$ cat config.mk
export PLATFORM = sky130hd
export DESIGN_NAME = mmio_uart_tx
export DESIGN_NICKNAME = d
export VERILOG_FILES = /design/src/rtl/mmio_uart_tx_pkg.sv /design/src/rtl/mmio_uart_tx_sync_fifo.sv /design/src/rtl/mmio_uart_tx.sv
export SDC_FILE = /design/constraint.sdc
export NUM_CORES = 1
export LEC_CHECK = 0
export ABC_AREA = 1
export CORE_MARGIN = 3
export CORE_UTILIZATION = 50
export CTS_BUF_LIST = sky130_fd_sc_hd__clkbuf_2 sky130_fd_sc_hd__clkbuf_4 sky130_fd_sc_hd__clkbuf_8
export CTS_CLUSTER_SIZE = 16
export DETAILED_ROUTE_END_ITERATION = 16
export PLACE_DENSITY_LB_ADDON = 0.15
export SLEW_MARGIN = 0
export SYNTH_ARGS = -nofsm -noshare
export SYNTH_HDL_FRONTEND = slang
export SYNTH_SLANG_ARGS = --single-unit
$ cat constraint.sdc
create_clock -name inclk -period 2.8 [get_ports inclk]
set_clock_uncertainty 0.15 [all_clocks]
set_input_delay 0.56 -clock inclk [delete_from_list [all_inputs] [get_ports inclk]]
set_output_delay 0.56 -clock inclk [all_outputs]
set_load 0.01 [all_outputs]
$ cat src/rtl/mmio_uart_tx_pkg.sv
// Shared definitions for the memory-mapped UART transmitter: register
// offsets, STATUS bit positions and transmit FSM state encodings.
package mmio_uart_tx_pkg;

  // Register select values taken from addr[3:2]
  localparam logic [1:0] REG_TXDATA  = 2'd0;
  localparam logic [1:0] REG_STATUS  = 2'd1;
  localparam logic [1:0] REG_BAUDDIV = 2'd2;
  localparam logic [1:0] REG_RSVD    = 2'd3;

  // STATUS bit positions
  localparam int STAT_BUSY     = 0;
  localparam int STAT_FULL     = 1;
  localparam int STAT_EMPTY    = 2;
  localparam int STAT_OVERFLOW = 3;
  localparam int STAT_CNT_LSB  = 4;

  // Transmit FSM states
  typedef enum logic [1:0] {
    ST_IDLE  = 2'd0,
    ST_START = 2'd1,
    ST_DATA  = 2'd2,
    ST_STOP  = 2'd3
  } tx_state_e;

  // A divisor of zero would stall the bit counter, so it is stored as one
  function automatic logic [15:0] clamp_div(input logic [15:0] d);
    return (d == 16'd0) ? 16'd1 : d;
  endfunction

endpackage

$ cat src/rtl/mmio_uart_tx_sync_fifo.sv
// First-word fall-through synchronous FIFO. A push while full is only
// accepted when a pop happens in the same cycle.
module mmio_uart_tx_sync_fifo #(
  parameter int WIDTH = 8,
  parameter int DEPTH = 4
) (
  input  logic                       inclk,
  input  logic                       rstn,
  input  logic                       push,
  input  logic                       pop,
  input  logic [WIDTH-1:0]           din,
  output logic [WIDTH-1:0]           dout,
  output logic                       full,
  output logic                       empty,
  output logic [$clog2(DEPTH):0]     count
);

  localparam int AW = $clog2(DEPTH);
  localparam logic [AW:0] FULL_CNT = (AW+1)'(DEPTH);

  logic [WIDTH-1:0] mem [DEPTH];
  logic [AW-1:0]    wptr, rptr;
  logic             do_push, do_pop;

  assign full    = (count == FULL_CNT);
  assign empty   = (count == '0);
  assign do_pop  = pop && !empty;
  assign do_push = push && (!full || do_pop);
  assign dout    = mem[rptr];

  // Storage has no reset; validity is tracked by the pointers and count
  always_ff @(posedge inclk) begin
    if (do_push) mem[wptr] <= din;
  end

  // Pointers wrap naturally because DEPTH is a power of two
  always_ff @(posedge inclk or negedge rstn) begin
    if (!rstn) begin
      wptr  <= '0;
      rptr  <= '0;
      count <= '0;
    end else begin
      if (do_push) wptr <= wptr + 1'b1;
      if (do_pop)  rptr <= rptr + 1'b1;
      case ({do_push, do_pop})
        2'b10:   count <= count + 1'b1;
        2'b01:   count <= count - 1'b1;
        default: count <= count;
      endcase
    end
  end

endmodule

$ cat src/rtl/mmio_uart_tx.sv
// Memory-mapped 8N1 UART transmitter. CPU stores to TXDATA are queued in a
// small FIFO and shifted out LSB first on txd; STATUS and BAUDDIV are
// readable with zero latency.
module mmio_uart_tx
  import mmio_uart_tx_pkg::*;
#(
  parameter logic [31:0] BASE_ADDR  = 32'h0000_FF00,
  parameter int          FIFO_DEPTH = 4,
  parameter logic [15:0] DIV_RESET  = 16'd434
) (
  input  logic        inclk,
  input  logic        rstn,
  input  logic        cs,
  input  logic        rd,
  input  logic        wr,
  input  logic [31:0] addr,
  input  logic [31:0] wdata,
  output logic [31:0] rdata,
  output logic        hit,
  output logic        txd
);

  localparam int CW = $clog2(FIFO_DEPTH) + 1;

  logic [1:0]    sel;
  logic          wr_en;
  logic          push_req;
  logic          fifo_pop;
  logic [7:0]    fifo_dout;
  logic          fifo_full, fifo_empty;
  logic [CW-1:0] fifo_count;
  logic [7:0]    cnt8;
  logic          overflow;
  logic [15:0]   baud_div;
  logic          busy;
  logic [31:0]   status;
  logic [31:0]   reg_rdata;

  tx_state_e     state;
  logic [15:0]   bit_cnt;
  logic [2:0]    bit_idx;
  logic [7:0]    shreg;
  logic          txd_q;
  logic          bit_end;

  assign hit      = cs && (addr[31:4] == BASE_ADDR[31:4]);
  assign sel      = addr[3:2];
  assign wr_en    = hit && wr;
  assign push_req = wr_en && (sel == REG_TXDATA);
  assign bit_end  = (bit_cnt == 16'd1);
  assign txd      = txd_q;

  // Pop on leaving IDLE, or at the end of STOP to chain frames with no gap
  assign fifo_pop = !fifo_empty &&
                    ((state == ST_IDLE) || (state == ST_STOP && bit_end));

  mmio_uart_tx_sync_fifo #(
    .WIDTH (8),
    .DEPTH (FIFO_DEPTH)
  ) u_fifo (
    .inclk (inclk),
    .rstn  (rstn),
    .push  (push_req),
    .pop   (fifo_pop),
    .din   (wdata[7:0]),
    .dout  (fifo_dout),
    .full  (fifo_full),
    .empty (fifo_empty),
    .count (fifo_count)
  );

  assign busy = (state != ST_IDLE) || !fifo_empty;
  assign cnt8 = 8'(fifo_count);

  // STATUS word assembly
  always_comb begin
    status                 = 32'h0;
    status[STAT_BUSY]      = busy;
    status[STAT_FULL]      = fifo_full;
    status[STAT_EMPTY]     = fifo_empty;
    status[STAT_OVERFLOW]  = overflow;
    status[STAT_CNT_LSB+:4] = cnt8[3:0];
  end

  // Register read mux; rdata is zero unless this block is being read
  always_comb begin
    reg_rdata = 32'h0;
    case (sel)
      REG_STATUS:  reg_rdata = status;
      REG_BAUDDIV: reg_rdata = {16'h0, baud_div};
      default:     reg_rdata = 32'h0;
    endcase
    rdata = (hit && rd) ? reg_rdata : 32'h0;
  end

  // Control registers: divisor and sticky overflow (set beats clear)
  always_ff @(posedge inclk or negedge rstn) begin
    if (!rstn) begin
      baud_div <= DIV_RESET;
      overflow <= 1'b0;
    end else begin
      if (wr_en && sel == REG_BAUDDIV) baud_div <= clamp_div(wdata[15:0]);
      if (push_req && fifo_full && !fifo_pop) overflow <= 1'b1;
      else if (wr_en && sel == REG_STATUS && wdata[STAT_OVERFLOW]) overflow <= 1'b0;
    end
  end

  // Transmit FSM; the divisor is sampled only at bit-counter reloads
  always_ff @(posedge inclk or negedge rstn) begin
    if (!rstn) begin
      state   <= ST_IDLE;
      bit_cnt <= 16'd1;
      bit_idx <= 3'd0;
      shreg   <= 8'h00;
      txd_q   <= 1'b1;
    end else begin
      case (state)
        ST_IDLE: begin
          txd_q <= 1'b1;
          if (fifo_pop) begin
            shreg   <= fifo_dout;
            bit_cnt <= baud_div;
            txd_q   <= 1'b0;
            state   <= ST_START;
          end
        end
        ST_START: begin
          if (bit_end) begin
            bit_cnt <= baud_div;
            bit_idx <= 3'd0;
            txd_q   <= shreg[0];
            shreg   <= {1'b0, shreg[7:1]};
            state   <= ST_DATA;
          end else begin
            bit_cnt <= bit_cnt - 16'd1;
          end
        end
        ST_DATA: begin
          if (bit_end) begin
            bit_cnt <= baud_div;
            if (bit_idx == 3'd7) begin
              txd_q <= 1'b1;
              state <= ST_STOP;
            end else begin
              bit_idx <= bit_idx + 3'd1;
              txd_q   <= shreg[0];
              shreg   <= {1'b0, shreg[7:1]};
            end
          end else begin
            bit_cnt <= bit_cnt - 16'd1;
          end
        end
        ST_STOP: begin
          if (bit_end) begin
            if (fifo_pop) begin
              shreg   <= fifo_dout;
              bit_cnt <= baud_div;
              txd_q   <= 1'b0;
              state   <= ST_START;
            end else begin
              txd_q <= 1'b1;
              state <= ST_IDLE;
            end
          end else begin
            bit_cnt <= bit_cnt - 16'd1;
          end
        end
        default: begin
          txd_q <= 1'b1;
          state <= ST_IDLE;
        end
      endcase
    end
  end

  // Address byte lanes and upper write data are don't-cares
  logic unused_bits;
  assign unused_bits = ^{addr[1:0], wdata[31:16], cnt8[7:4]};

endmodule

==> results of run 1 <==
[critical path: cells and delay by family]
kind / cells / cell delay, ps
AO/OA/AOI/OAI: 1 / 120
buffers and inverters: 5 / 770
AND/OR/NAND/NOR: 5 / 710
[per-stage QoR]
step	cell area, µm²	setup slack (ps)	instances	total power [W]
floorplan	5201	309.6	660	0.001390
global placement	6037	-560.7	855	0.001485
detailed placement	6037	-632.6	855	0.001489
CTS	6659	30.62	930	0.002444
global route	6724	-100.7	929	0.002529
finish	6724	-66.27	929	0.002451
[placed cells by master, fill, tap and decap left out, types with 3 or more instances in the layout]
cell type | Yosys | final
edfxtp_1 | 32 | 32
a32oi_1 | 7 | 7
nand2_4 | 3 | 4
nand4_1 | 5 | 5
ha_1 | 16 | 16
buf_4 | 18 | 81
nand3b_1 | 3 | 3
inv_2 | 2 | 13
a21oi_1 | 19 | 13
clkdlybuf4s15_2 | 0 | 3
conb_1 | 1 | 16
clkbuf_8 | 0 | 9
o21ai_0 | 43 | 42
nor2_2 | 8 | 16
dlymetal6s2s_1 | 0 | 3
nor3_1 | 10 | 4
a21oi_2 | 0 | 6
nand3_1 | 18 | 17
dfrtp_1 | 47 | 47
dlygate4sd2_1 | 0 | 8
buf_6 | 2 | 3
o31ai_1 | 5 | 5
nand2_2 | 6 | 15
nor2_1 | 81 | 72
o22ai_1 | 8 | 8
clkdlybuf4s15_1 | 0 | 9
inv_1 | 80 | 69
buf_2 | 5 | 14
o211ai_1 | 4 | 4
clkdlybuf4s50_1 | 0 | 21
clkbuf_2 | 0 | 11
nor3_2 | 1 | 5
clkinv_4 | 0 | 3
dfstp_2 | 7 | 7
nand2_1 | 165 | 155
o21ai_1 | 7 | 8
xor2_1 | 12 | 12
[registers in the layout, summed over array words and instances, names as in the netlist]
signal and cells:
bit_cnt 16, u_fifo.count 3, overflow 1, state 2, u_fifo.rptr 2, u_fifo.mem 32, bit_idx 3, u_fifo.wptr 2
baud_div 16, txd 1, shreg 8
[worst paths after layout]
check	startpoint	to	cells after the start
max	addr[23]	rdata[3]	11
min	rstn	bit_cnt[13]	2
max reg2reg	bit_cnt[0]	u_fifo.count[2]	14
min reg2reg	baud_div[7]	baud_div[7]	2
max in group asynchronous	rstn	baud_div[3]	2
min in group inclk	baud_div[7]	baud_div[7]	2
[routing by layer]
layer / up-vias / share of wire [%] / GRT usage (%) / wire [µm]
met4: 0 / 3.0 / 10.19 / 442
met2: 223 / 48 / 44.28 / 7177
met5: - / 0 / 0 / 0
met3: 40 / 7.7 / 6.179 / 1142
met1: 2368 / 41 / 31.64 / 6087
li1: 2357 / - / - / -
[repair_timing]
item                                    4_1_cts  5_1_grt
pin swaps                                    13       23
endpoints found under the setup margin       17       29
cloned                                        1        0
buffers inserted                             58        3
resized for setup                           100       74
[where the power goes]
group | total, W | switching, W | internal (W) | leakage (nW)
Combinational | 0.000225 | 0.000112 | 0.000113 | 2.07
Sequential | 0.00131 | 0.000000000168 | 0.00131 | 0.938
Clock | 0.000920 | 0.000495 | 0.000425 | 0.106
Total | 0.00245 | 0.000607 | 0.00184 | 3.12
[cells by family (layout without fill, tap and decap cells)]
| logic type | Yosys count | in the layout | share of synthesized area (%) |
|---|---|---|---|
| buffers and inverters | 118 | 254 | 10.36 |
| AO/OA/AOI/OAI | 102 | 102 | 11.99 |
| XOR/XNOR | 13 | 13 | 2.359 |
| other | 1 | 16 | 0.07289 |
| AND/OR/NAND/NOR | 307 | 307 | 25.61 |
| flip-flops | 86 | 86 | 45.11 |
| adder cells (fa/ha/maj) | 17 | 17 | 4.280 |
| multiplexers | 1 | 1 | 0.2189 |
[cell type report]
type                       count  area [µm²]
tap                          133       166.4
multi-input combinational    456        2491
fill                         778        3186
clock buffer                   9       123.9
timing repair buffer         154        1224
sequential                    86        2321
clock inverter                 7       81.33
inverter                      84       316.6
==> tab_implementation.tex, run 1 <==
\begin{tabular}{lr}
\hline
Metric & Value \\
\hline
\multicolumn{2}{l}{\textbf{Yosys}} \\
Post-synthesis sequential area ratio & 45.11\% \\
Biggest area contributors in the synthesized netlist & dfrtp\_1, edfxtp\_1, nand2\_1 \\
Synth top cells by count & nand2\_1, nor2\_1, inv\_1, dfrtp\_1, o21ai\_0 \\
Cell taking the most area after synthesis & dfrtp\_1 \\
Top cell type's share of synthesized area & 22.86\% \\
Most instantiated library cell after synthesis & nand2\_1 \\
Syn Std Cell Area & 5145 µm² \\
FFs w/ async S/R, synth & 62.79\% \\
Gate count after technology mapping & 645 \\
Flip-flop and latch count after synthesis & 86 \\
Most common flop cell mapped by yosys & dfrtp\_1 \\
Synth warn & 0 \\
Mean cell area of the mapped netlist & 7.977 µm² \\
Number of flops mapped to enable cells by yosys & 32 \\
Number of distinct standard cells referenced by the synthesized netlist & 48 \\
\multicolumn{2}{l}{\textbf{Power}} \\
Max VDD drop & 0.2439 mV \\
Pwr Density & 364.5 nW/µm² \\
Leak & 3.115 nW \\
\multicolumn{2}{l}{\textbf{Floorplanning}} \\
Io pins & 103 \\
Effective utilization at floorplan & 51.92\% \\
Die boundary width & 107.4 µm \\
Core area & 9910 µm² \\
Area enclosed by the die boundary & 11540 µm² \\
FP Rows & 36 \\
Vertical die dimension & 107.4 µm \\
\multicolumn{2}{l}{\textbf{Clock network}} \\
TritonCTS buffer count & 9 \\
Clock latency reported for the late side of the worst-skew pair & 370 ps \\
Reg clk slew, reported paths & 90 ps \\
CTS Hold Buffers Added & 0 \\
Clock Sink Count & 86 \\
Clock root buffer & clkbuf\_8 \\
Level count of the clock H-tree & 3 \\
Max clock buf depth & 2 \\
Clock tree from TritonCTS & yes \\
\multicolumn{2}{l}{\textbf{Setup path}} \\
CP max FO & 6 \\
Flop2flop setup slack & 440 ps \\
Cell repeated most along the worst path & nand2\_2 \\
Ordered cell list for the critical path & clkdlybuf4s15\_1 > inv\_2 > nand2\_2 > nor2\_2 > nand2\_2 > nor4\_4 > buf\_4 > nand3\_4 > buf\_6 > a21oi\_2 > buf\_2 \\
Maximum single-stage delay on the critical path & 260 ps \\
Req. time, crit path & 2090 ps \\
CP Launch Type & input pin \\
Cell with the biggest individual delay on the critical path & nor4\_4 \\
Critical path data arrival time & 2160 ps \\
Startpoint-to-endpoint class of the critical path & in2out \\
Crit path capture type & primary output \\
\multicolumn{2}{l}{\textbf{Status}} \\
Violations in the final reports & negative setup slack \\
Result of the run & finished, violations left \\
\multicolumn{2}{l}{\textbf{Route}} \\
Violation count after the first detailed-routing iteration & 264 \\
First-pass DRT Iterations & 5 \\
DRC viols & 0 \\
Number of vias after detailed routing & 4988 \\
Post-DR vias/cell & 5.369 \\
Number of antenna-violating nets in the routed design & 0 \\
Total wire length & 14850 µm \\
Routed length per instance & 15.98 µm \\
\multicolumn{2}{l}{\textbf{STA}} \\
Crit path time final & 2866 ps \\
Final Hold Violating Endpoints & 0 \\
Final setup violation count & 8 \\
Worst Setup Slack, final & -66.27 ps \\
Hold WS & 160.8 ps \\
Max-slew violation total from the final report & 0 \\
Aggregate negative setup slack & -268.6 ps \\
Achievable frequency & 348.9 MHz \\
Portion of the clock cycle consumed by the worst path in the final layout & 102.4\% \\
Tightest slew margin relative to the limit & 51.36\% \\
Worst Max-Slew Pin Slew & 729.5 ps \\
\multicolumn{2}{l}{\textbf{Global route}} \\
Global-route wire length before repair & 23500 µm \\
Number of antenna violations at the first check in global routing & 0 \\
Congestion Overflow GR & 0 \\
Number of global-route vias before repair & 4971 \\
Largest net degree at the start of global routing & 55 \\
All-layer global routing usage & 25.91\% \\
\multicolumn{2}{l}{\textbf{Placement}} \\
HPWL after detailed placement & 9238 µm \\
Weighted congestion reported at the end of routability-driven placement & 0.8466 \\
Port Buf Inserts & 68 \\
\multicolumn{2}{l}{\textbf{Run}} \\
Number of violations of the max-capacitance limit & 0 \\
\multicolumn{2}{l}{\textbf{Worst hold path}} \\
Classification of the worst-slack hold path & in2async \\
\multicolumn{2}{l}{\textbf{Layout}} \\
Final net count & 877 \\
Antenna fix cells & 0 \\
Fraction of final layout cells sized beyond drive strength 1 & 26.51\% \\
Final cell utilization of the core & 67.85\% \\
Relative area change from synthesis to final layout & 30.69\% \\
\hline
\end{tabular}
Power figures use the tool's default switching activity.
==> inputs of run 2 (changes only) <==
--- a/config.mk
+++ b/config.mk
@@ -15,4 +15,5 @@
 export SLEW_MARGIN = 0
 export SYNTH_ARGS = -nofsm -noshare
 export SYNTH_HDL_FRONTEND = slang
+export SYNTH_HIERARCHICAL = 1
 export SYNTH_SLANG_ARGS = --single-unit
==> run 2 against run 1 <==
  * First-iteration DRC count up 3.8%
  * Hold slack better by 170 ps
  * Utilization down 2.8 points
  * Global-route usage down 4.0 points
  * Via count down 1.9%
  * Combinational power down 4%
  * Largest cell class unchanged
  * Area after synthesis up 6.7%
  * Clock power up 8.5%
  * Routed wire length down 11%
  * Count of clock-buffer cells in the layout up 1
  * The flow now finishes without violations
==> tab_implementation.tex, run 2 <==
\begin{tabular}{lr}
\hline
Metric & Value \\
\hline
\multicolumn{2}{l}{\textbf{Floorplanning}} \\
Io pins & 103 \\
Area enclosed by the die boundary & 12280 µm² \\
Die boundary width & 110.8 µm \\
Core area & 10510 µm² \\
Effective utilization at floorplan & 52.26\% \\
FP Rows & 37 \\
Vertical die dimension & 110.8 µm \\
\multicolumn{2}{l}{\textbf{Layout}} \\
Antenna fix cells & 0 \\
Count of filler cells inserted in the layout & 895 \\
Area of combinational cells with multiple inputs & 2660 µm² \\
Relative area change from synthesis to final layout & 24.52\% \\
Post-route cell area & 6838 µm² \\
Number of flip-flops in the largest register & 32 \\
Most common cell after layout, fill and taps aside & nand2\_1 \\
Fraction of final layout cells sized beyond drive strength 1 & 19.85\% \\
Leading cell types in the layout, fill and taps excluded & nand2\_1, inv\_1, nor2\_1 \\
Non-filler cells, final & 962 \\
Final net count & 908 \\
Largest regs & u\_fifo/mem: 32 flops, baud\_div: 16 flops, bit\_cnt: 16 flops \\
Final cell utilization of the core & 65.07\% \\
Area occupied by registers & 2321 µm² \\
Register with the most flip-flops & u\_fifo/mem \\
\multicolumn{2}{l}{\textbf{Yosys}} \\
Most common flop cell mapped by yosys & dfrtp\_1 \\
Synth warn & 6 \\
XOR/XNOR Fraction of Synth Area & 1.116\% \\
FFs w/ async S/R, synth & 62.79\% \\
Mux share of post-synthesis cell area & 0\% \\
Syn Std Cell Area & 5492 µm² \\
Fraction of the mapped netlist area in adder cells & 4.238\% \\
Number of distinct standard cells referenced by the synthesized netlist & 44 \\
Cell taking the most area after synthesis & dfrtp\_1 \\
Largest family of logic cells by synthesized area & simple AND/OR/NAND/NOR gates \\
Synth top cells by count & nand2\_1, inv\_1, nor2\_1, nand3\_1, dfrtp\_1 \\
Top cell type's share of synthesized area & 21.42\% \\
Mean cell area of the mapped netlist & 7.659 µm² \\
Basic-gate share of the synthesized area counting and, or, nand and nor cells & 31.49\% \\
Biggest area contributors in the synthesized netlist & dfrtp\_1, edfxtp\_1, nand2\_1 \\
Number of flops mapped to enable cells by yosys & 32 \\
Flip-flop and latch count after synthesis & 86 \\
Post-synthesis sequential area ratio & 42.26\% \\
Gate count after technology mapping & 717 \\
Most instantiated library cell after synthesis & nand2\_1 \\
Compound-Gate Fraction of Synth Area & 8.293\% \\
\multicolumn{2}{l}{\textbf{Setup path}} \\
Critical path data arrival time & 1970 ps \\
Crit path capture type & primary output \\
Flop2flop setup slack & 180 ps \\
CP Launch Type & input pin \\
CP max FO & 6 \\
Crit Reg-Reg Endpoint & u\_fifo/count[2] \\
Startpoint of the most critical register-to-register path & bit\_cnt[0] \\
Startpoint-to-endpoint class of the critical path & in2out \\
Logic depth of the worst register-to-register path & 16 \\
Req. time, crit path & 2090 ps \\
\multicolumn{2}{l}{\textbf{Placement}} \\
HPWL after detailed placement & 9716 µm \\
Weighted congestion reported at the end of routability-driven placement & 0.8879 \\
Port Buf Inserts & 68 \\
Dpl ws & -534.8 ps \\
Instance count after placement with tap cells included & 931 \\
Cell Area, Placed & 6369 µm² \\
\multicolumn{2}{l}{\textbf{Worst hold path}} \\
Sink of the worst hold path & baud\_div[5] \\
Number of cells traversed by the worst hold path & 2 \\
Startpoint of the tightest hold check path & baud\_div[5] \\
Classification of the worst-slack hold path & reg2reg \\
\multicolumn{2}{l}{\textbf{Global route}} \\
Global-route wire length before repair & 22110 µm \\
Number of global-route vias before repair & 4744 \\
All-layer global routing usage & 21.88\% \\
Number of antenna violations at the first check in global routing & 0 \\
Congestion Overflow GR & 0 \\
Largest net degree at the start of global routing & 28 \\
\multicolumn{2}{l}{\textbf{Power}} \\
Power Total & 0.002585 W \\
Pwr Density & 378.1 nW/µm² \\
Max VDD drop & 0.2482 mV \\
Leak & 3.468 nW \\
\multicolumn{2}{l}{\textbf{Clock network}} \\
Reg clk slew, reported paths & 90 ps \\
Level count of the clock H-tree & 3 \\
Max clock buf depth & 2 \\
Clock Sink Count & 86 \\
Clock latency reported for the late side of the worst-skew pair & 380 ps \\
TritonCTS buffer count & 9 \\
Clock root buffer & clkbuf\_8 \\
Clock tree from TritonCTS & yes \\
\multicolumn{2}{l}{\textbf{STA}} \\
Worst Setup Slack, final & 120.4 ps \\
Final setup violation count & 0 \\
Crit path time final & 2680 ps \\
Final Hold Violating Endpoints & 0 \\
Tightest slew margin relative to the limit & 46.91\% \\
Portion of the clock cycle consumed by the worst path in the final layout & 95.70\% \\
Achievable frequency & 373.2 MHz \\
Worst Max-Slew Pin Slew & 796.4 ps \\
Max-slew violation total from the final report & 0 \\
\multicolumn{2}{l}{\textbf{Route}} \\
Violation count after the first detailed-routing iteration & 274 \\
DRC viols & 0 \\
First-pass DRT Iterations & 5 \\
Number of vias after detailed routing & 4893 \\
Post-DR vias/cell & 5.086 \\
Total wire length & 13210 µm \\
Routed length per instance & 13.73 µm \\
Number of antenna-violating nets in the routed design & 0 \\
\multicolumn{2}{l}{\textbf{Status}} \\
Result of the run & complete, no violations \\
\multicolumn{2}{l}{\textbf{Run}} \\
Number of violations of the max-capacitance limit & 0 \\
\hline
\end{tabular}
run 2: how the worst max path moves through the flow:
| stage | from | end | slack (ps) | cells after the start |
|---|---|---|---|---|
| final | addr[6] | rdata[0] | 120 | 9 |
| after global routing | bit_cnt[0] | u_fifo/count[2] | -2 | 16 |
| after CTS | addr[16] | rdata[6] | 20 | 8 |
| after detailed placement | addr[7] | rdata[12] | -530 | 8 |
| after global placement | addr[7] | rdata[14] | -460 | 8 |
| after floorplan | state[0] | u_fifo/count[2] | 160 | 17 |
run 2: critical path: stages:
cell             delay (ps)
clkdlybuf4s15_1         170
or2_1                   250
nor3_4                  150
nand3b_4                110
nor3b_4                 250
nand2_4                 120
buf_6                   150
nor2_4                   70
buf_2                   130
run 2: cell families after synthesis:
logic type / count (synthesis)
AOI/OAI and AO/OA: 77
xor gates and xnor gates: 7
adders and majority gates: 18
buffers and inverters: 147
DFF: 86
other: 1
and+or+nand+nor: 381
run 2: layout make-up:
type / instances / area share, %
Sequential cell: 86 / 33.94
Clock buffer: 10 / 1.921
Tap cell: 136 / 2.489
Timing Repair Buffer: 112 / 15.02
Multi-Input combinational cell: 499 / 38.90
Inverter: 113 / 6.349
Clock inverter: 6 / 1.372
run 2: power by group:
group | leakage, nW | total, W | switching (W) | internal [W]
clock | 0.111 | 0.000998 | 0.000478 | 0.000520
combinational | 2.35 | 0.000215 | 0.000113 | 0.000102
sequential | 1.01 | 0.00137 | 0.0000240 | 0.00135
run 2: through the flow:
step | hold slack [ps] | setup TNS (ps)
global placement | 307.2 | -11020
detailed placement | 310.2 | -13410
floorplan | 114.4 | 0
CTS | 329.7 | 0
global route | 341.0 | -2.292
finish | 327.7 | 0
run 2: what timing repair did:
| item | 4_1_cts | 5_1_grt |
|---|---|---|
| setup endpoints to repair | 17 | 19 |
| hold endpoints to repair | 12 | 0 |
| hold buffers | 1 | 0 |
| resized for setup | 85 | 55 |
| setup buffers | 5 | 9 |
| pin swaps | 10 | 12 |
run 2: routing by layer:
metal  wire length [µm]  GRT usage [%]
met1               5818          28.56
met2               6387          36.53
met3                842          4.803
met4                165          6.486
met5                  0              0
==> inputs of run 3 (changes only) <==
--- a/config.mk
+++ b/config.mk
@@ -6,7 +6,6 @@
 export NUM_CORES = 1
 export LEC_CHECK = 0
 export ABC_AREA = 1
-export CORE_MARGIN = 3
 export CORE_UTILIZATION = 50
 export CTS_BUF_LIST = sky130_fd_sc_hd__clkbuf_2 sky130_fd_sc_hd__clkbuf_4 sky130_fd_sc_hd__clkbuf_8
 export CTS_CLUSTER_SIZE = 16
==> run 3 against run 2 <==
  * The flow now finishes with violations (negative setup slack)
  * Critical path depth grew 11
  * Power shrank 0.11%
  * First-iteration DRC count grew 57%
  * Die area shrank 7.1%
  * Global-route usage grew 6.6 points
  * Count of clock-buffer cells in the layout is the same
  * Clock power shrank 9.3%
  * Utilization grew 4.2 points
  * Setup slack lost 200 ps
  * Routed wire length grew 24%
  * Design area grew 6.5%
  * Critical path type is now in2reg
  * Largest cell class unchanged
==> tab_implementation.tex, run 3 (synthesis gave the netlist of run 2 again) <==
\begin{tabular}{lr}
\hline
Metric & Value \\
\hline
\multicolumn{2}{l}{\textbf{Floorplanning}} \\
Vertical die dimension & 106.8 µm \\
FP Rows & 37 \\
Area enclosed by the die boundary & 11410 µm² \\
Core area & 10510 µm² \\
Die boundary width & 106.8 µm \\
Effective utilization at floorplan & 52.26\% \\
Io pins & 103 \\
\multicolumn{2}{l}{\textbf{Status}} \\
Violations in the final reports & negative setup slack \\
Result of the run & finished, violations left \\
\multicolumn{2}{l}{\textbf{Setup path}} \\
Cell with the biggest individual delay on the critical path & dlygate4sd2\_1 \\
Critical path data arrival time & 2990 ps \\
Crit Reg-Reg Endpoint & u\_fifo/count[1] \\
Startpoint of the most critical register-to-register path & bit\_cnt[0] \\
CP max FO & 4 \\
Logic depth of the worst register-to-register path & 14 \\
Ordered cell list for the critical path & dlygate4sd2\_1 > inv\_2 > buf\_4 > buf\_4 > buf\_4 > buf\_4 > buf\_4 > buf\_4 > buf\_4 > buf\_4 > buf\_4 > buf\_4 > buf\_4 > buf\_4 > nand4\_1 > nor2\_1 > nand2\_1 > nor2\_2 > nand3\_2 > o21ai\_0 \\
Startpoint-to-endpoint class of the critical path & in2reg \\
Buffers plus inverters on the worst setup path & 14 \\
Cell repeated most along the worst path & buf\_4 \\
Flop2flop setup slack & 150 ps \\
CP Launch Type & input pin \\
Maximum single-stage delay on the critical path & 260 ps \\
Crit path capture type & flip-flop \\
Req. time, crit path & 2910 ps \\
Cell family contributing the most delay on the critical path & buffers and inverters \\
Total number of cells along the worst setup path & 20 \\
\multicolumn{2}{l}{\textbf{STA}} \\
Final setup violation count & 3 \\
Worst Max-Slew Pin Slew & 816.3 ps \\
Achievable frequency & 346.9 MHz \\
Worst Setup Slack, final & -82.48 ps \\
Max-slew violation total from the final report & 0 \\
Portion of the clock cycle consumed by the worst path in the final layout & 102.9\% \\
Setup repair after global routing missed its margin & true \\
Final Hold Violating Endpoints & 0 \\
Hold WS & 59.58 ps \\
Crit path time final & 2882 ps \\
Tightest slew margin relative to the limit & 45.58\% \\
\multicolumn{2}{l}{\textbf{Global route}} \\
Number of antenna violations at the first check in global routing & 0 \\
All-layer global routing usage & 28.43\% \\
Congestion Overflow GR & 0 \\
Largest net degree at the start of global routing & 32 \\
Number of global-route vias before repair & 5173 \\
Global-route wire length before repair & 25020 µm \\
\multicolumn{2}{l}{\textbf{Layout}} \\
Fraction of final layout cells sized beyond drive strength 1 & 26.35\% \\
Most common cell after layout, fill and taps aside & nand2\_1 \\
Number of flip-flops in the largest register & 32 \\
Register with the most flip-flops & u\_fifo/mem \\
Largest regs & u\_fifo/mem: 32 flops, baud\_div: 16 flops, bit\_cnt: 16 flops \\
Antenna fix cells & 0 \\
Final net count & 974 \\
Leading cell types in the layout, fill and taps excluded & nand2\_1, buf\_4, inv\_1 \\
Relative area change from synthesis to final layout & 32.56\% \\
Post-route cell area & 7279 µm² \\
\multicolumn{2}{l}{\textbf{Clock network}} \\
Clock root buffer & clkbuf\_8 \\
Reg clk slew, reported paths & 90 ps \\
Clock tree from TritonCTS & yes \\
TritonCTS buffer count & 9 \\
Clock Sink Count & 86 \\
Level count of the clock H-tree & 3 \\
Clock latency reported for the late side of the worst-skew pair & 360 ps \\
CTS Hold Buffers Added & 0 \\
Max clock buf depth & 2 \\
\multicolumn{2}{l}{\textbf{Route}} \\
Number of antenna-violating nets in the routed design & 0 \\
Number of vias after detailed routing & 5489 \\
Violation count after the first detailed-routing iteration & 431 \\
First-pass DRT Iterations & 5 \\
Routed length per instance & 15.93 µm \\
Total wire length & 16370 µm \\
Post-DR vias/cell & 5.339 \\
DRC viols & 0 \\
\multicolumn{2}{l}{\textbf{Worst hold path}} \\
Classification of the worst-slack hold path & in2async \\
\multicolumn{2}{l}{\textbf{Power}} \\
Power Total & 0.002582 W \\
Pwr Density & 354.8 nW/µm² \\
Max VDD drop & 0.2609 mV \\
Leak & 3.651 nW \\
\multicolumn{2}{l}{\textbf{Placement}} \\
Dpl ws & -545.8 ps \\
Port Buf Inserts & 68 \\
Cell Area, Placed & 6351 µm² \\
Weighted congestion reported at the end of routability-driven placement & 0.8611 \\
HPWL after detailed placement & 9635 µm \\
\multicolumn{2}{l}{\textbf{Run}} \\
Number of violations of the max-capacitance limit & 0 \\
\hline
\end{tabular}
[run 3: repair_timing]
item                       in CTS  in global routing
pin swaps                      18                 18
setup buffers                  79                  5
gates cloned                    1                  0
gates resized for setup        90                 63
setup endpoints to repair      18                 31
[run 3: where the power goes]
| part | internal, W | total [W] | leakage, nW | switching, W |
|---|---|---|---|---|
| Clock | 0.000442 | 0.000905 | 0.101 | 0.000463 |
| Sequential | 0.00135 | 0.00137 | 1.01 | 0.0000243 |
| Combinational | 0.000156 | 0.000305 | 2.54 | 0.000148 |
[run 3: metal layers]
| metal | wire (µm) | track usage, % |
|---|---|---|
| met5 | 0 | 0 |
| met3 | 981 | 4.742 |
| met2 | 7902 | 48.02 |
| met4 | 818 | 13.60 |
| met1 | 6670 | 35.37 |
[run 3: per-stage QoR]
stage / TNS (ps) / std cells / util (%)
after detailed placement: -13550 / 927 / 60.44
after floorplan: 0 / 732 / -
after global placement: -10690 / 927 / 60.44
after CTS: 0 / 1023 / 67.88
final: -148.5 / 1028 / 69.27
after global routing: -1391 / 1028 / 69.27
[run 3: worst reg2reg max path, delay by kind of cell (launching register included)]
family                   cells  cell delay (ps)
AND/OR/NAND/NOR              7              650
adder cells (fa/ha/maj)      3              810
AO/OA/AOI/OAI                1              160
buffers and inverters        3              250
flip-flops                   1              560
[run 3: worst max-delay path by stage]
stage	startpoint	to	slack (ps)
CTS	addr[30]	rdata[15]	2
detailed placement	addr[7]	rdata[12]	-550
global route	addr[18]	rdata[5]	-120
global placement	addr[7]	rdata[14]	-450
floorplan	state[0]	u_fifo/count[2]	160
finish	addr[18]	baud_div[9]	-80
[run 3: area by class of cell]
| type | instances | area (µm²) |
|---|---|---|
| timing repair buffer | 177 | 1469 |
| fill | 764 | 3229 |
| clock buffer | 10 | 137.6 |
| inverter | 113 | 434.2 |
| clock inverter | 6 | 67.56 |
| multi-input combinational | 500 | 2680 |
| tap | 136 | 170.2 |
| sequential | 86 | 2321 |
